===== src/rtl/spi_burst_pkg.sv =====
// Shared types and helpers for the SPI burst slave controller.
// Provides FSM state encoding, command frame length and RW bit position.
package spi_burst_pkg;

  typedef enum logic [2:0] {
    ST_IDLE,
    ST_CMD,
    ST_FETCH,
    ST_LOAD,
    ST_XFER_R,
    ST_XFER_W
  } state_e;

  // RW is the first bit on the wire, so it ends up as the command MSB
  localparam bit RW_READ = 1'b1;

  function automatic int cmd_len(input int addr_w);
    return 1 + addr_w;
  endfunction

  function automatic int rw_pos(input int addr_w);
    return cmd_len(addr_w) - 1;
  endfunction

endpackage


===== src/rtl/spi_sync_edge.sv =====
// Multi-flop synchroniser with registered rise/fall pulses.
// Ports: i_clk, i_rst (sync, active high), i_d -> o_rise, o_fall.
module spi_sync_edge #(
  parameter int STAGES = 2
) (
  input  logic i_clk,
  input  logic i_rst,
  input  logic i_d,
  output logic o_rise,
  output logic o_fall
);

  logic [STAGES-1:0] sync_q, sync_d;
  logic              prev_q, prev_d;
  logic              rise_q, rise_d;
  logic              fall_q, fall_d;

  always_comb begin
    sync_d = {sync_q[STAGES-2:0], i_d};
    prev_d = sync_q[STAGES-1];
    rise_d = sync_q[STAGES-1] & ~prev_q;
    fall_d = ~sync_q[STAGES-1] & prev_q;
  end

  // Reset to 0: a pin already low after reset never yields a fall pulse
  always_ff @(posedge i_clk) begin
    if (i_rst) begin
      sync_q <= '0;
      prev_q <= 1'b0;
      rise_q <= 1'b0;
      fall_q <= 1'b0;
    end else begin
      sync_q <= sync_d;
      prev_q <= prev_d;
      rise_q <= rise_d;
      fall_q <= fall_d;
    end
  end

  assign o_rise = rise_q;
  assign o_fall = fall_q;

endmodule


===== src/rtl/spi_burst_slave_ctrl.sv =====
// SPI mode-0 slave for burst register-file reads/writes with auto-increment.
// Ports: SPI pins (sck/cs_n/mosi/miso/oe), reg-file strobes, o_busy.
// Optional write path: define SPI_BURST_WRITE_EN.
module spi_burst_slave_ctrl
  import spi_burst_pkg::*;
#(
  parameter int DATA_W      = 8,
  parameter int ADDR_W      = 7,
  parameter int SYNC_STAGES = 2
) (
  input  logic              i_clk,
  input  logic              i_rst,
  input  logic              i_sck,
  input  logic              i_cs_n,
  input  logic              i_mosi,
  output logic              o_miso,
  output logic              o_miso_oe,
  output logic [ADDR_W-1:0] o_reg_addr,
  output logic              o_reg_re,
  input  logic [DATA_W-1:0] i_reg_rdata,
  output logic              o_reg_we,
  output logic [DATA_W-1:0] o_reg_wdata,
  output logic              o_busy
);

  localparam int CLEN = cmd_len(ADDR_W);
  localparam int MAXL = (CLEN > DATA_W) ? CLEN : DATA_W;
  localparam int CW   = $clog2(MAXL) + 1;

  logic sck_rise, sck_fall, cs_rise, cs_fall;

  spi_sync_edge #(.STAGES(SYNC_STAGES)) u_sck (
    .i_clk  (i_clk),
    .i_rst  (i_rst),
    .i_d    (i_sck),
    .o_rise (sck_rise),
    .o_fall (sck_fall)
  );

  // cs_n falls when the frame starts, rises when it ends
  spi_sync_edge #(.STAGES(SYNC_STAGES)) u_cs (
    .i_clk  (i_clk),
    .i_rst  (i_rst),
    .i_d    (i_cs_n),
    .o_rise (cs_rise),
    .o_fall (cs_fall)
  );

  state_e              state_q, state_d;
  logic [CW-1:0]       cnt_q, cnt_d;
  logic [CLEN-2:0]     cmd_q, cmd_d;
  logic [ADDR_W-1:0]   addr_q, addr_d;
  logic [DATA_W-1:0]   tx_q, tx_d;
  logic                busy_q, busy_d;
  logic [SYNC_STAGES-1:0] mosi_q, mosi_d;
`ifdef SPI_BURST_WRITE_EN
  logic [DATA_W-1:0]   rx_q, rx_d;
  logic                we_q, we_d;
`endif

  logic            mosi;
  logic [CLEN-1:0] full;
  logic            last_cmd, last_word;

  // MOSI is one stage behind the sck pulse, still inside its half-period
  assign mosi      = mosi_q[SYNC_STAGES-1];
  assign full      = {cmd_q, mosi};
  assign last_cmd  = cnt_q == CW'(CLEN - 1);
  assign last_word = cnt_q == CW'(DATA_W - 1);

  always_ff @(posedge i_clk) begin
    if (i_rst) begin
      state_q <= ST_IDLE;
      cnt_q   <= '0;
      cmd_q   <= '0;
      addr_q  <= '0;
      tx_q    <= '0;
      busy_q  <= 1'b0;
      mosi_q  <= '0;
`ifdef SPI_BURST_WRITE_EN
      rx_q    <= '0;
      we_q    <= 1'b0;
`endif
    end else begin
      state_q <= state_d;
      cnt_q   <= cnt_d;
      cmd_q   <= cmd_d;
      addr_q  <= addr_d;
      tx_q    <= tx_d;
      busy_q  <= busy_d;
      mosi_q  <= mosi_d;
`ifdef SPI_BURST_WRITE_EN
      rx_q    <= rx_d;
      we_q    <= we_d;
`endif
    end
  end

  always_comb begin
    state_d = state_q;
    if (cs_rise) begin
      state_d = ST_IDLE;
    end else begin
      unique case (state_q)
        ST_IDLE:   if (cs_fall) state_d = ST_CMD;
        ST_CMD: begin
          if (sck_rise && last_cmd) begin
            if (full[rw_pos(ADDR_W)] == RW_READ)
              state_d = ST_FETCH;
            else
`ifdef SPI_BURST_WRITE_EN
              state_d = ST_XFER_W;
`else
              // busy stays set, so IDLE acts as a wait for cs_n rise
              state_d = ST_IDLE;
`endif
          end
        end
        ST_FETCH:  state_d = ST_LOAD;
        ST_LOAD:   state_d = ST_XFER_R;
        ST_XFER_R: if (sck_rise && last_word) state_d = ST_FETCH;
`ifdef SPI_BURST_WRITE_EN
        ST_XFER_W: state_d = ST_XFER_W;
`endif
        default:   state_d = ST_IDLE;
      endcase
    end
  end

  always_comb begin
    cnt_d  = cnt_q;
    cmd_d  = cmd_q;
    addr_d = addr_q;
    tx_d   = tx_q;
    busy_d = busy_q;
    mosi_d = {mosi_q[SYNC_STAGES-2:0], i_mosi};
`ifdef SPI_BURST_WRITE_EN
    rx_d   = rx_q;
    we_d   = 1'b0;
    if (we_q) addr_d = addr_q + ADDR_W'(1);
`endif
    if (cs_rise) busy_d = 1'b0;
    else if (cs_fall && state_q == ST_IDLE) busy_d = 1'b1;

    if (cs_rise) begin
      cnt_d = '0;
    end else begin
      unique case (state_q)
        ST_IDLE: cnt_d = '0;
        ST_CMD: begin
          if (sck_rise) begin
            cmd_d = full[CLEN-2:0];
            if (last_cmd) begin
              cnt_d  = '0;
              addr_d = full[ADDR_W-1:0];
            end else begin
              cnt_d = cnt_q + CW'(1);
            end
          end
        end
        ST_LOAD: begin
          tx_d  = i_reg_rdata;
          cnt_d = '0;
        end
        ST_XFER_R: begin
          if (sck_rise) begin
            if (last_word) begin
              cnt_d  = '0;
              addr_d = addr_q + ADDR_W'(1);
            end else begin
              cnt_d = cnt_q + CW'(1);
            end
          end else if (sck_fall && cnt_q != '0) begin
            // fall before the word's first rise keeps the MSB on the pin
            tx_d = {tx_q[DATA_W-2:0], 1'b0};
          end
        end
`ifdef SPI_BURST_WRITE_EN
        ST_XFER_W: begin
          if (sck_rise) begin
            rx_d = {rx_q[DATA_W-2:0], mosi};
            if (last_word) begin
              cnt_d = '0;
              we_d  = 1'b1;
            end else begin
              cnt_d = cnt_q + CW'(1);
            end
          end
        end
`endif
        default: ;
      endcase
    end
  end

  always_comb begin
    o_reg_re    = state_q == ST_FETCH;
    o_miso_oe   = (state_q == ST_XFER_R) && !cs_rise;
    o_miso      = o_miso_oe & tx_q[DATA_W-1];
    o_reg_addr  = addr_q;
    o_busy      = busy_q;
`ifdef SPI_BURST_WRITE_EN
    o_reg_we    = we_q;
    o_reg_wdata = rx_q;
`else
    o_reg_we    = 1'b0;
    o_reg_wdata = '0;
`endif
  end

endmodule

===== config.mk =====
export PLATFORM = sky130hd
export DESIGN_NAME = spi_burst_slave_ctrl
export DESIGN_NICKNAME = d
export VERILOG_FILES = /design/src/rtl/spi_burst_pkg.sv /design/src/rtl/spi_sync_edge.sv /design/src/rtl/spi_burst_slave_ctrl.sv
export SDC_FILE = /design/constraint.sdc
export NUM_CORES = 1
export LEC_CHECK = 0
export BUFFER_PORTS_ARGS = -buffer_cell sky130_fd_sc_hd__buf_2
export CORE_MARGIN = 2
export CORE_UTILIZATION = 37
export DETAILED_ROUTE_END_ITERATION = 10
export PLACE_DENSITY = 0.53
export SETUP_SLACK_MARGIN = 0.15
export SYNTH_ARGS = -nofsm -noshare
export SYNTH_HDL_FRONTEND = slang
export SYNTH_SLANG_ARGS = --single-unit

===== constraint.sdc =====
create_clock -name i_clk -period 3.76 [get_ports i_clk]
set_input_delay 0.188 -clock i_clk [delete_from_list [all_inputs] [get_ports i_clk]]
set_output_delay 0.188 -clock i_clk [all_outputs]
set_load 0.05 [all_outputs]

==> results of run 1 <==
==> Yosys cell counts, drive strengths merged (4+ instances only) <==
library cell / count
dfxtp: 42
nor2: 22
nand2: 21
buf: 19
a21oi: 18
o21ai: 14
nor2b: 10
mux2i: 9
a211o: 7
clkbuf: 6
nor3b: 6
nor3: 5
and2: 4
nand3: 4
==> cell type report <==
cell class | count | area share
clock buffers | 6 | 0.0377
clock inverters | 1 | 0.0137
inverters | 3 | 0.00514
multi-input cells | 167 | 0.463
flip-flops and latches | 42 | 0.384
well taps | 70 | 0.0400
repair buffers | 24 | 0.0560
==> layer usage <==
layer	up-vias	global-route usage	routed length, µm
li1	800	-	-
met1	729	0.184	1870
met2	30	0.222	1820
met3	7	0.0388	167
met4	0	0.0429	50
met5	-	0	0
==> power groups by stage <==
stage / logic [W] / registers [W] / clock network [W]
after floorplan: 0.0000419 / 0.000462 / 0
after global placement: 0.0000436 / 0.000463 / 0
after detailed placement: 0.0000435 / 0.000463 / 0
after CTS: 0.0000436 / 0.000453 / 0.000372
after global routing: 0.0000468 / 0.000453 / 0.000390
final: 0.0000432 / 0.000453 / 0.000358
==> path summary, 6_finish.rpt <==
path | endpoint | cells past startpoint
worst min-delay path | u_sck.sync_q[0]$_SDFF_PP0_ | 2
worst max-delay path | o_miso | 4
worst min register to register | u_sck.o_rise$_SDFF_PP0_ | 1
worst max register to register | tx_q[3]$_SDFFE_PP0P_ | 4
==> metrics by stage <==
step	area (µm²)	hold slack, ns	total power [W]	instances
6_report	2190	0.110	0.000854	313
5_1_grt	2190	0.102	0.000890	313
4_1_cts	2190	0.101	0.000868	313
3_5_place_dp	2080	0.394	0.000507	306
3_3_place_gp	2080	0.388	0.000507	306
2_1_floorplan	2010	0.267	0.000504	237
==> sequential cells by signal, indices dropped and copies added (netlist names) <==
register      count
state_q           3
tx_q              8
o_reg_addr        7
u_sck.sync_q      2
cmd_q             7
u_sck.o_rise      1
u_cs.sync_q       2
u_sck.prev_q      1
u_sck.o_fall      1
o_busy            1
u_cs.o_fall       1
u_cs.o_rise       1
mosi_q            2
cnt_q             4
u_cs.prev_q       1
==> kinds of logic (layout without fill, tap and decap cells) <==
family,after synthesis,in the layout,synth area share
other cells,1,9,0.00189
mux,9,9,0.0454
buf+inv,28,34,0.0826
xor+xnor,3,3,0.0133
simple gates,93,93,0.256
compound gates,50,50,0.158
flops,42,42,0.424
fa+ha+maj,3,3,0.0189
==> cell usage in the layout (no fill, tap or decap), types with 2 or more instances in the layout <==
cell type  netlist  layout
a211o_1          7       7
a211oi_1         2       2
a21oi_1         17      17
a31oi_1          2       2
and2_0           2       2
and2_1           2       2
buf_2            8      23
clkbuf_8         0       6
conb_1           1       9
dfxtp_1         42      42
ha_1             3       3
inv_1            3       3
mux2i_1          9       9
nand2_1         21      21
nand3_1          4       4
nand3b_1         2       2
nand4b_1         2       2
nor2_1          22      22
nor2b_1         10      10
nor3_1           5       5
nor3b_1          6       6
nor4_1           3       3
o21ai_0         14      14
or3b_2           3       3
xnor2_1          2       2
==> reports/qor.csv, run 1 <==
stage,metric,value,unit
setup_path,crit_chain,or3b_2 -> nor2_1 -> and2_1 -> buf_2,
route,routed_wl,3.91,mm
setup_path,worst_ep_arrival_time,2.18,ns
clock_tree,cts-buffers-inserted,5,
grt,antenna_found_initial,0,
clock_tree,cts_tree,built,
run_status,status,"finished, final reports clean",
timing,setup_ws,1.40,ns
layout,seq_area,841,µm²
clock_tree,root_buffer,clkbuf_8,
logic_synthesis,synthArstFlopShare,0,
floorplanning,core-area,5140,µm²
grt,grt_pass1_vias,1448,
layout,drive_above_1_share,0.169,
setup_path,cp.required,3.57,ns
timing,setup_violations,0,
pwr,ir_drop,0.202,mV
setup_path,startpoint,state_q[2]$_SDFFE_PP0P_,
min_path,min_path_type,input pin to flop,
setup_path,r2r_start,state_q[2]$_SDFFE_PP0P_,
clock_tree,cts_setup_buffers,0,
timing,period_share,0.629,
layout,post-route-util,0.426,
route,antenna_left,0,
floorplanning,io_pins,33,
route,route.detailed.drc,0,
logic_synthesis,synthDistinctLibCells,46,
pwr,switching_share,0.213,
route,avgViaCountPerCell,5.00,
grt,grt_max_degree,35,
pwr,comb_power_share,0.051,
clock_tree,cts_hold_buf,0,
pwr,p_clk_frac,0.419,
timing,finalMaxSlewViolations,0,
timing,hold_viol_final,0,
floorplanning,dieArea,5960,µm²
floorplanning,fp-row-count,26,
layout,fillers,550,
logic_synthesis,ys_ff_latch,42,
clock_tree,cts_resized,0,
layout,antenna_cells,0,
setup_path,cp.buffers_inverters,1,
place,hpwl,2.59,mm
pwr,p_leak,0.813,nW
clock_tree,cts_num_sinks,42,
logic_synthesis,yosysSeqAreaShare,0.424,
pwr,p_sw,0.000182,W
timing,skew,0.00771,ns
setup_path,start_kind,flop,
logic_synthesis,yosysTopAreaCellShare,0.424,
setup_path,max_stage_delay,0.71,ns
logic_synthesis,synth-main-ff-cell,dfxtp_1,
floorplanning,die_w,77.2,µm
grt,grt_overflow,0,
timing,clock.fmax,423,MHz
clock_tree,cts.clk_slew.worst_paths,0.08,ns
setup_path,critPathKind,flop to primary output,
layout,area_delta_synth_final,10.4,%
min_path,min-delay-start,i_sck,
setup_path,crit_fanout,24,
logic_synthesis,synth_area_leaders,"dfxtp_1, mux2i_1, a21oi_1, nor2_1, nand2_1",
timing,relSlewSlack,0.329,
logic_synthesis,synth_area_per_cell,8.66,µm²
logic_synthesis,synthesis.area,1980,µm²
setup_path,crit_path_end_kind,primary output,
pwr,power_density,390,nW/µm²
route,dr.pass1.iters,4,
pwr,p_seq_frac,0.530,
route,drtIter0Drc,74,
clock_tree,clk-insertion-delay-late,0.29,ns
timing,worst_slew_pin_slew,1.00,ns
logic_synthesis,ys_warn_count,0,
clock_tree,clk_path_buf_depth,2,
pwr,internal-power,0.000672,W
grt,grt_use_total,0.140,
place,gp_congestion,0.741,
setup_path,r2r_slack,1.55,ns
floorplanning,die_h,77.2,µm
timing,tns,0,ns
logic_synthesis,synth_edf_count,0,
logic_synthesis,yosysTopAreaCell,dfxtp_1,
setup_path,cpLargestDelayFamily,simple AND/OR/NAND/NOR gates,
timing,rsz0062_at_grt,false,
place,io_buffers,23,
route,vias,1566,
layout,multi_input_area,1010,µm²
floorplanning,start_util,0.386,
layout,layout.nets,259,
grt,grt_pass1_wl,6.78,mm
place,pre_cts_slack,1.57,ns
timing,fin_crit,2.36,ns
clock_tree,htree_levels,2,
job,cap_viol_max_count,0,
setup_path,cp_slowest_cell,or3b_2,
logic_synthesis,syn_inst,229,
route,wl_per_cell,12.5,µm
Note: power is estimated with default switching activity, not from simulation.
==> run 2, diff against run 1 <==
--- a/config.mk
+++ b/config.mk
@@ -9,7 +9,7 @@
 export CORE_MARGIN = 2
 export CORE_UTILIZATION = 37
 export DETAILED_ROUTE_END_ITERATION = 10
-export PLACE_DENSITY = 0.53
+export PLACE_DENSITY = 0.55
 export SETUP_SLACK_MARGIN = 0.15
 export SYNTH_ARGS = -nofsm -noshare
 export SYNTH_HDL_FRONTEND = slang
==> constraint.sdc (replaced) <==
create_clock -name i_clk -period 2.1 [get_ports i_clk]
set_input_delay 0.105 -clock i_clk [delete_from_list [all_inputs] [get_ports i_clk]]
set_output_delay 0.105 -clock i_clk [all_outputs]
set_load 0.05 [all_outputs]
==> reports/qor.csv, run 2 (synthesis results as in run 1) <==
stage,metric,value,unit,change
route,antenna_left,0,,unchanged
setup_path,critPathKind,flop to primary output,,unchanged
setup_path,crit_chain,or3b_4 -> nor2_4 -> and2_2 -> buf_2,,was or3b_2 -> nor2_1 -> and2_1 -> buf_2
place,io_buffers,23,,unchanged
layout,area_delta_synth_final,15.8,%,was 10.4%
setup_path,cpLargestDelayFamily,simple AND/OR/NAND/NOR gates,,unchanged
timing,finalMaxSlewViolations,0,,unchanged
layout,layout.nets,270,,was 259
clock_tree,cts_num_sinks,42,,unchanged
clock_tree,clk_path_buf_depth,2,,unchanged
pwr,p_total,0.00154,W,was 0.000854 W
setup_path,cp.required,2.00,ns,was 3.57 ns
floorplanning,die_h,77.2,µm,unchanged
timing,tns,0,ns,unchanged
setup_path,cp.buffers_inverters,1,,unchanged
clock_tree,cts-buffers-inserted,5,,unchanged
timing,period_share,0.881,,
setup_path,crit_path_end_kind,primary output,,unchanged
route,wl_per_cell,12.3,µm,was 12.5 µm
grt,grt_use_total,0.145,,was 0.140
clock_tree,cts_setup_buffers,0,,unchanged
timing,clock.fmax,540,MHz,
pwr,p_leak,0.869,nW,was 0.813 nW
layout,top_register,tx_q,,unchanged
clock_tree,htree_levels,2,,unchanged
grt,antenna_found_initial,0,,unchanged
timing,rsz0062_at_grt,false,,unchanged
layout,fillers,553,,was 550
layout,drive_above_1_share,0.224,,was 0.169
timing,whs,0.0109,ns,was 0.110 ns
floorplanning,fp-row-count,26,,unchanged
pwr,ir_drop,0.383,mV,was 0.202 mV
floorplanning,dieArea,5960,µm²,unchanged
place,hpwl,2.75,mm,was 2.59 mm
setup_path,cp_slowest_cell,or3b_4,,was or3b_2
route,routed_wl,4.01,mm,was 3.91 mm
route,dr.pass1.iters,4,,unchanged
timing,fin_crit,1.85,ns,
floorplanning,core-area,5140,µm²,unchanged
layout,mostFrequentLayoutCell,dfxtp_1,,unchanged
layout,layout.cells.non_filler,325,,was 313
place,placed_cells,316,,was 306
layout,post-route-util,0.447,,was 0.426
floorplanning,die_w,77.2,µm,unchanged
clock_tree,clk-insertion-delay-late,0.29,ns,about the same
setup_path,worst_ep_arrival_time,1.75,ns,was 2.18 ns
route,route.detailed.drc,0,,unchanged
setup_path,start_kind,flop,,unchanged
min_path,min_path_type,input pin to flop,,unchanged
layout,antenna_cells,0,,unchanged
layout,largest_register_ffs,8,,unchanged
route,drtIter0Drc,60,,was 74
clock_tree,cts_tree,built,,unchanged
job,cap_viol_max_count,0,,unchanged
grt,grt_pass1_wl,6.96,mm,was 6.78 mm
setup_path,max_stage_delay,0.53,ns,was 0.71 ns
timing,skew,0.00399,ns,was 0.00771 ns
route,avgViaCountPerCell,4.91,,was 5.00
grt,grt_pass1_vias,1489,,was 1448
place,gp_congestion,0.773,,was 0.741
clock_tree,cts.clk_slew.worst_paths,0.08,ns,about the same
clock_tree,root_buffer,clkbuf_8,,unchanged
setup_path,crit_fanout,16,,was 24
timing,hold_viol_final,0,,unchanged
route,vias,1595,,was 1566
pwr,power_density,669,nW/µm²,was 390 nW/µm²
layout,layout_common_cells,"dfxtp_1, buf_2, nor2_1, nand2_1, a21oi_1",,"was dfxtp_1, buf_2, nor2_1"
grt,grt_max_degree,33,,was 35
timing,setup_violations,0,,unchanged
floorplanning,io_pins,33,,unchanged
floorplanning,start_util,0.386,,unchanged
run_status,status,"finished, final reports clean",,unchanged
grt,grt_overflow,0,,unchanged
run 2: cell types whose count changed in the layout (fill, tap and decap cells not counted), sizes merged:
cell,change
clkbuf,-1
dlygate4sd3,+1
buf,+10
clkinvlp,+2
run 2: repair_timing:
item / CTS / global route
endpoints found under the hold margin: 1 / 0
setup endpoints to repair: 2 / 2
resized for setup: 1 / 2
hold buffers: 1 / 0
pin swaps: 0 / 1
run 2: worst register-to-register path, cell delays in order, from the launching register on:
cell     delay, ns
dfxtp_1       0.42
or4b_1        0.56
a21o_1        0.34
a211o_1       0.28
a21oi_1       0.13
run 2: through the flow:
stage	setup slack [ns]	area [µm²]
after global placement	0.283	2170
after CTS	0.180	2290
after floorplan	0.153	2030
after global routing	0.164	2300
final	0.250	2300
after detailed placement	0.255	2170
run 2: cell type report:
cell class              count  area, µm²  share of cell area
clock buffers               5       68.8              0.0300
clock inverters             3       45.0              0.0196
inverters                   3       11.3             0.00490
multi-input cells         167       1030               0.450
flip-flops and latches     42        842               0.367
well taps                  70       87.6              0.0381
repair buffers             35        208              0.0904
run 2: layer usage:
metal | vias to the layer above | global-route usage | wire length [µm]
li1 | 825 | - | -
met1 | 718 | 0.200 | 2040
met2 | 44 | 0.210 | 1680
met3 | 8 | 0.0400 | 214
met4 | 0 | 0.0696 | 78
met5 | - | 0 | 0
run 2: where the power goes:
group	leakage, nW	total, W	switching (W)	internal (W)
combinational	0.478	0.0000836	0.0000615	0.0000221
clock	0.0504	0.000645	0.000291	0.000354
sequential	0.340	0.000809	0.00000490	0.000804
run 2: final timing paths:
path | depth (start not counted) | endpoint | slack (ns) | start
worst min-delay path | 2 | u_cs.sync_q[0]$_SDFF_PP0_ | 0.01 | i_cs_n
worst max register to register | 4 | tx_q[4]$_SDFFE_PP0P_ | 0.30 | state_q[1]$_SDFFE_PP0P_
worst min register to register | 1 | u_cs.o_rise$_SDFF_PP0_ | 0.41 | u_cs.prev_q$_SDFF_PP0_
worst max-delay path | 4 | o_miso | 0.25 | state_q[1]$_SDFFE_PP0P_
==> run 3, diff against run 2 <==
--- a/config.mk
+++ b/config.mk
@@ -9,8 +9,9 @@
 export CORE_MARGIN = 2
 export CORE_UTILIZATION = 37
 export DETAILED_ROUTE_END_ITERATION = 10
-export PLACE_DENSITY = 0.55
+export PLACE_DENSITY = 0.56
 export SETUP_SLACK_MARGIN = 0.15
 export SYNTH_ARGS = -nofsm -noshare
 export SYNTH_HDL_FRONTEND = slang
+export SYNTH_HIERARCHICAL = 1
 export SYNTH_SLANG_ARGS = --single-unit
==> constraint.sdc (replaced) <==
create_clock -name i_clk -period 2.1 [get_ports i_clk]
set_input_delay 0.21 -clock i_clk [delete_from_list [all_inputs] [get_ports i_clk]]
set_output_delay 0.21 -clock i_clk [all_outputs]
set_load 0.05 [all_outputs]
==> reports/qor.csv, run 3 <==
stage,metric,value,unit,change
logic_synthesis,synth_area_per_cell,9.07,µm²,was 8.66 µm²
floorplanning,fp-row-count,26,,unchanged
clock_tree,cts_tree,built,,unchanged
layout,post-route-util,0.455,,was 0.447
clock_tree,cts_hold_buf,0,,was 1
logic_synthesis,synth_commonest_cells,"dfxtp_1, nor2_1, mux2i_1",,"was dfxtp_1, nor2_1, nand2_1"
setup_path,max_stage_delay,0.48,ns,was 0.53 ns
layout,antenna_cells,0,,unchanged
floorplanning,dieArea,5840,µm²,was 5960 µm²
layout,mostFrequentLayoutCell,dfxtp_1,,unchanged
timing,period_share,0.855,,was 0.881
setup_path,reg2regPathDepth,7,,was 4
clock_tree,clk-insertion-delay-late,0.29,ns,about the same
grt,grt_pass1_vias,1403,,was 1489
layout,postLayoutCellArea,2310,µm²,was 2300 µm²
route,drtIter0Drc,80,,was 60
logic_synthesis,synth-main-ff-cell,dfxtp_1,,unchanged
logic_synthesis,yosysSeqAreaShare,0.433,,was 0.424
setup_path,crit_fanout,8,,was 16
timing,setup_ws,0.304,ns,was 0.250 ns
timing,clock.fmax,557,MHz,was 540 MHz
timing,setup_violations,0,,unchanged
layout,largest_register_ffs,8,,unchanged
timing,tns,0,ns,unchanged
grt,grt_max_degree,27,,was 33
setup_path,cpLargestDelayFamily,simple AND/OR/NAND/NOR gates,,unchanged
grt,antenna_found_initial,0,,unchanged
grt,grt_use_total,0.136,,was 0.145
place,hpwl,2.63,mm,was 2.75 mm
run_status,status,"finished, final reports clean",,unchanged
place,pre_cts_slack,0.190,ns,was 0.255 ns
setup_path,crit_chain,inv_1 -> ha_1 -> or3b_2 -> a41oi_4 -> buf_12 -> mux2i_1 -> nor2_1,,was or3b_4 -> nor2_4 -> and2_2 -> buf_2
timing,worst_slew_pin_slew,0.509,ns,
floorplanning,die_h,76.4,µm,was 77.2 µm
timing,rsz0062_at_grt,false,,unchanged
route,antenna_left,0,,unchanged
layout,layout.nets,259,,was 270
floorplanning,io_pins,33,,unchanged
place,gp_congestion,0.822,,was 0.773
setup_path,worst_ep_arrival_time,1.97,ns,was 1.75 ns
floorplanning,die_w,76.4,µm,was 77.2 µm
place,io_buffers,23,,unchanged
clock_tree,cts-buffers-inserted,5,,unchanged
logic_synthesis,yosysTopAreaCellShare,0.433,,was 0.424
route,routed_wl,3.74,mm,was 4.01 mm
layout,area_delta_synth_final,19.0,%,was 15.8%
logic_synthesis,ys_ff_latch,42,,unchanged
logic_synthesis,yosysTopAreaCell,dfxtp_1,,unchanged
logic_synthesis,syn_inst,214,,was 229
setup_path,cp.depth,7,,was 4
layout,fillers,524,,was 553
route,wl_per_cell,11.9,µm,was 12.3 µm
logic_synthesis,synthesis.area,1940,µm²,was 1980 µm²
clock_tree,clk_path_buf_depth,2,,unchanged
pwr,p_leak,0.965,nW,was 0.869 nW
place,place_area,2160,µm²,was 2170 µm²
route,vias,1528,,was 1595
min_path,min_path_type,input pin to flop,,unchanged
layout,top_register,tx_q,,unchanged
pwr,ir_drop,0.367,mV,was 0.383 mV
setup_path,cp.buffers_inverters,2,,was 1
pwr,power_density,666,nW/µm²,was 669 nW/µm²
route,avgViaCountPerCell,4.87,,was 4.91
setup_path,cp.required,2.28,ns,was 2.00 ns
setup_path,cp_slowest_cell,or3b_2,,was or3b_4
job,cap_viol_max_count,0,,unchanged
setup_path,start_kind,flop,,unchanged
timing,skew,0.00760,ns,was 0.00399 ns
min_path,hold_path_depth,2,,unchanged
timing,relSlewSlack,0.661,,
logic_synthesis,ys_warn_count,6,,was 0
logic_synthesis,synthArstFlopShare,0,,unchanged
logic_synthesis,synthDistinctLibCells,41,,was 46
layout,drive_above_1_share,0.234,,was 0.224
clock_tree,cts.clk_slew.worst_paths,0.08,ns,about the same
timing,finalMaxSlewViolations,0,,unchanged
setup_path,crit_path_end_kind,flop,,was primary output
grt,grt_overflow,0,,unchanged
logic_synthesis,synth_area_leaders,"dfxtp_1, mux2i_1, nor2_1, mux2_2, buf_4",,"was dfxtp_1, mux2i_1, a21oi_1, nor2_1, nand2_1"
grt,grt_pass1_wl,6.45,mm,was 6.96 mm
floorplanning,start_util,0.382,,was 0.386
clock_tree,root_buffer,clkbuf_8,,unchanged
route,route.detailed.drc,0,,unchanged
clock_tree,cts_num_sinks,42,,unchanged
timing,hold_viol_final,0,,unchanged
logic_synthesis,synth_edf_count,0,,unchanged
logic_synthesis,yosysMostFrequentCell,dfxtp_1,,unchanged
layout,layout_common_cells,"dfxtp_1, nor2_1, buf_2",,"was dfxtp_1, buf_2, nor2_1, nand2_1, a21oi_1"
timing,fin_crit,1.80,ns,was 1.85 ns
route,dr.pass1.iters,4,,unchanged
setup_path,critPathKind,flop to flop,,was flop to primary output
clock_tree,htree_levels,2,,unchanged
floorplanning,core-area,5070,µm²,was 5140 µm²
-- run 3: changes by cell type in the layout (fill, tap and decap cells not counted), moves of 3 or more --
cell / delta
a211o_1: -7
a21oi_1: -6
mux2_2: +7
mux2i_1: +6
nand2_1: -12
nor2_1: +7
nor3b_1: +3
o21ai_0: -7
-- run 3: routing by layer --
metal,wire length [µm],share of wire,track usage
met2,1600,0.43,0.208
met3,127,0.034,0.0284
met5,0,0,0
met1,1950,0.52,0.184
met4,57,0.015,0.0600
-- run 3: kinds of logic (layout without fill, tap and decap cells) --
family	count (synthesis)	after routing	synth area share
flops	42	42	0.433
xor+xnor	1	1	0.00451
other cells	1	9	0.00193
buf+inv	26	48	0.0690
fa+ha+maj	3	3	0.0193
compound gates	30	30	0.102
simple gates	89	89	0.252
mux	22	22	0.118
-- run 3: power by group --
| group | internal [W] | switching (W) | leakage, nW |
|---|---|---|---|
| Clock | 0.000356 | 0.000287 | 0.0585 |
| Sequential | 0.000804 | 0.00000416 | 0.340 |
| Combinational | 0.0000247 | 0.0000627 | 0.566 |
| Total | 0.00119 | 0.000354 | 0.965 |
-- run 3: worst reg2reg max path, delay by kind of cell (launching register included) --
kind | cells | cell delay (ns)
AOI/OAI and AO/OA | 1 | 0.22
adders and majority gates | 1 | 0.15
buffers and inverters | 2 | 0.26
DFF | 1 | 0.34
muxes | 1 | 0.19
and+or+nand+nor | 2 | 0.53
-- run 3: final cells by class --
type | count | area (µm²) | share of cell area
Clock inverter | 3 | 43.8 | 0.0190
Sequential cell | 42 | 841 | 0.364
Timing Repair Buffer | 35 | 218 | 0.0943
Tap cell | 70 | 87.6 | 0.0379
Clock buffer | 5 | 68.8 | 0.0298
Multi-Input combinational cell | 154 | 1030 | 0.447
Inverter | 5 | 18.8 | 0.00813
-- run 3: worst paths after layout --
path                      startpoint                        end  slack [ns]
max            cnt_q[0]$_SDFFE_PP0P_       tx_q[7]$_SDFFE_PP0P_        0.30
min reg2reg  u_sck/prev_q$_SDFF_PP0_    u_sck/o_rise$_SDFF_PP0_        0.42
max reg2reg    cnt_q[0]$_SDFFE_PP0P_       tx_q[7]$_SDFFE_PP0P_        0.30
min                           i_cs_n  u_cs/sync_q[0]$_SDFF_PP0_        0.12
-- run 3: repair_timing --
action,in CTS,in global routing
setup endpoints to repair,0,9
setup buffers,0,3
gates resized for setup,0,1
-- run 3: through the flow --
step | hold slack, ns | std cells | total power [W]
finish | 0.123 | 314 | 0.00154
global route | 0.134 | 314 | 0.00161
CTS | 0.112 | 311 | 0.00157
detailed placement | 0.400 | 303 | 0.000915
global placement | 0.397 | 303 | 0.000915
floorplan | 0.282 | 222 | 0.000906
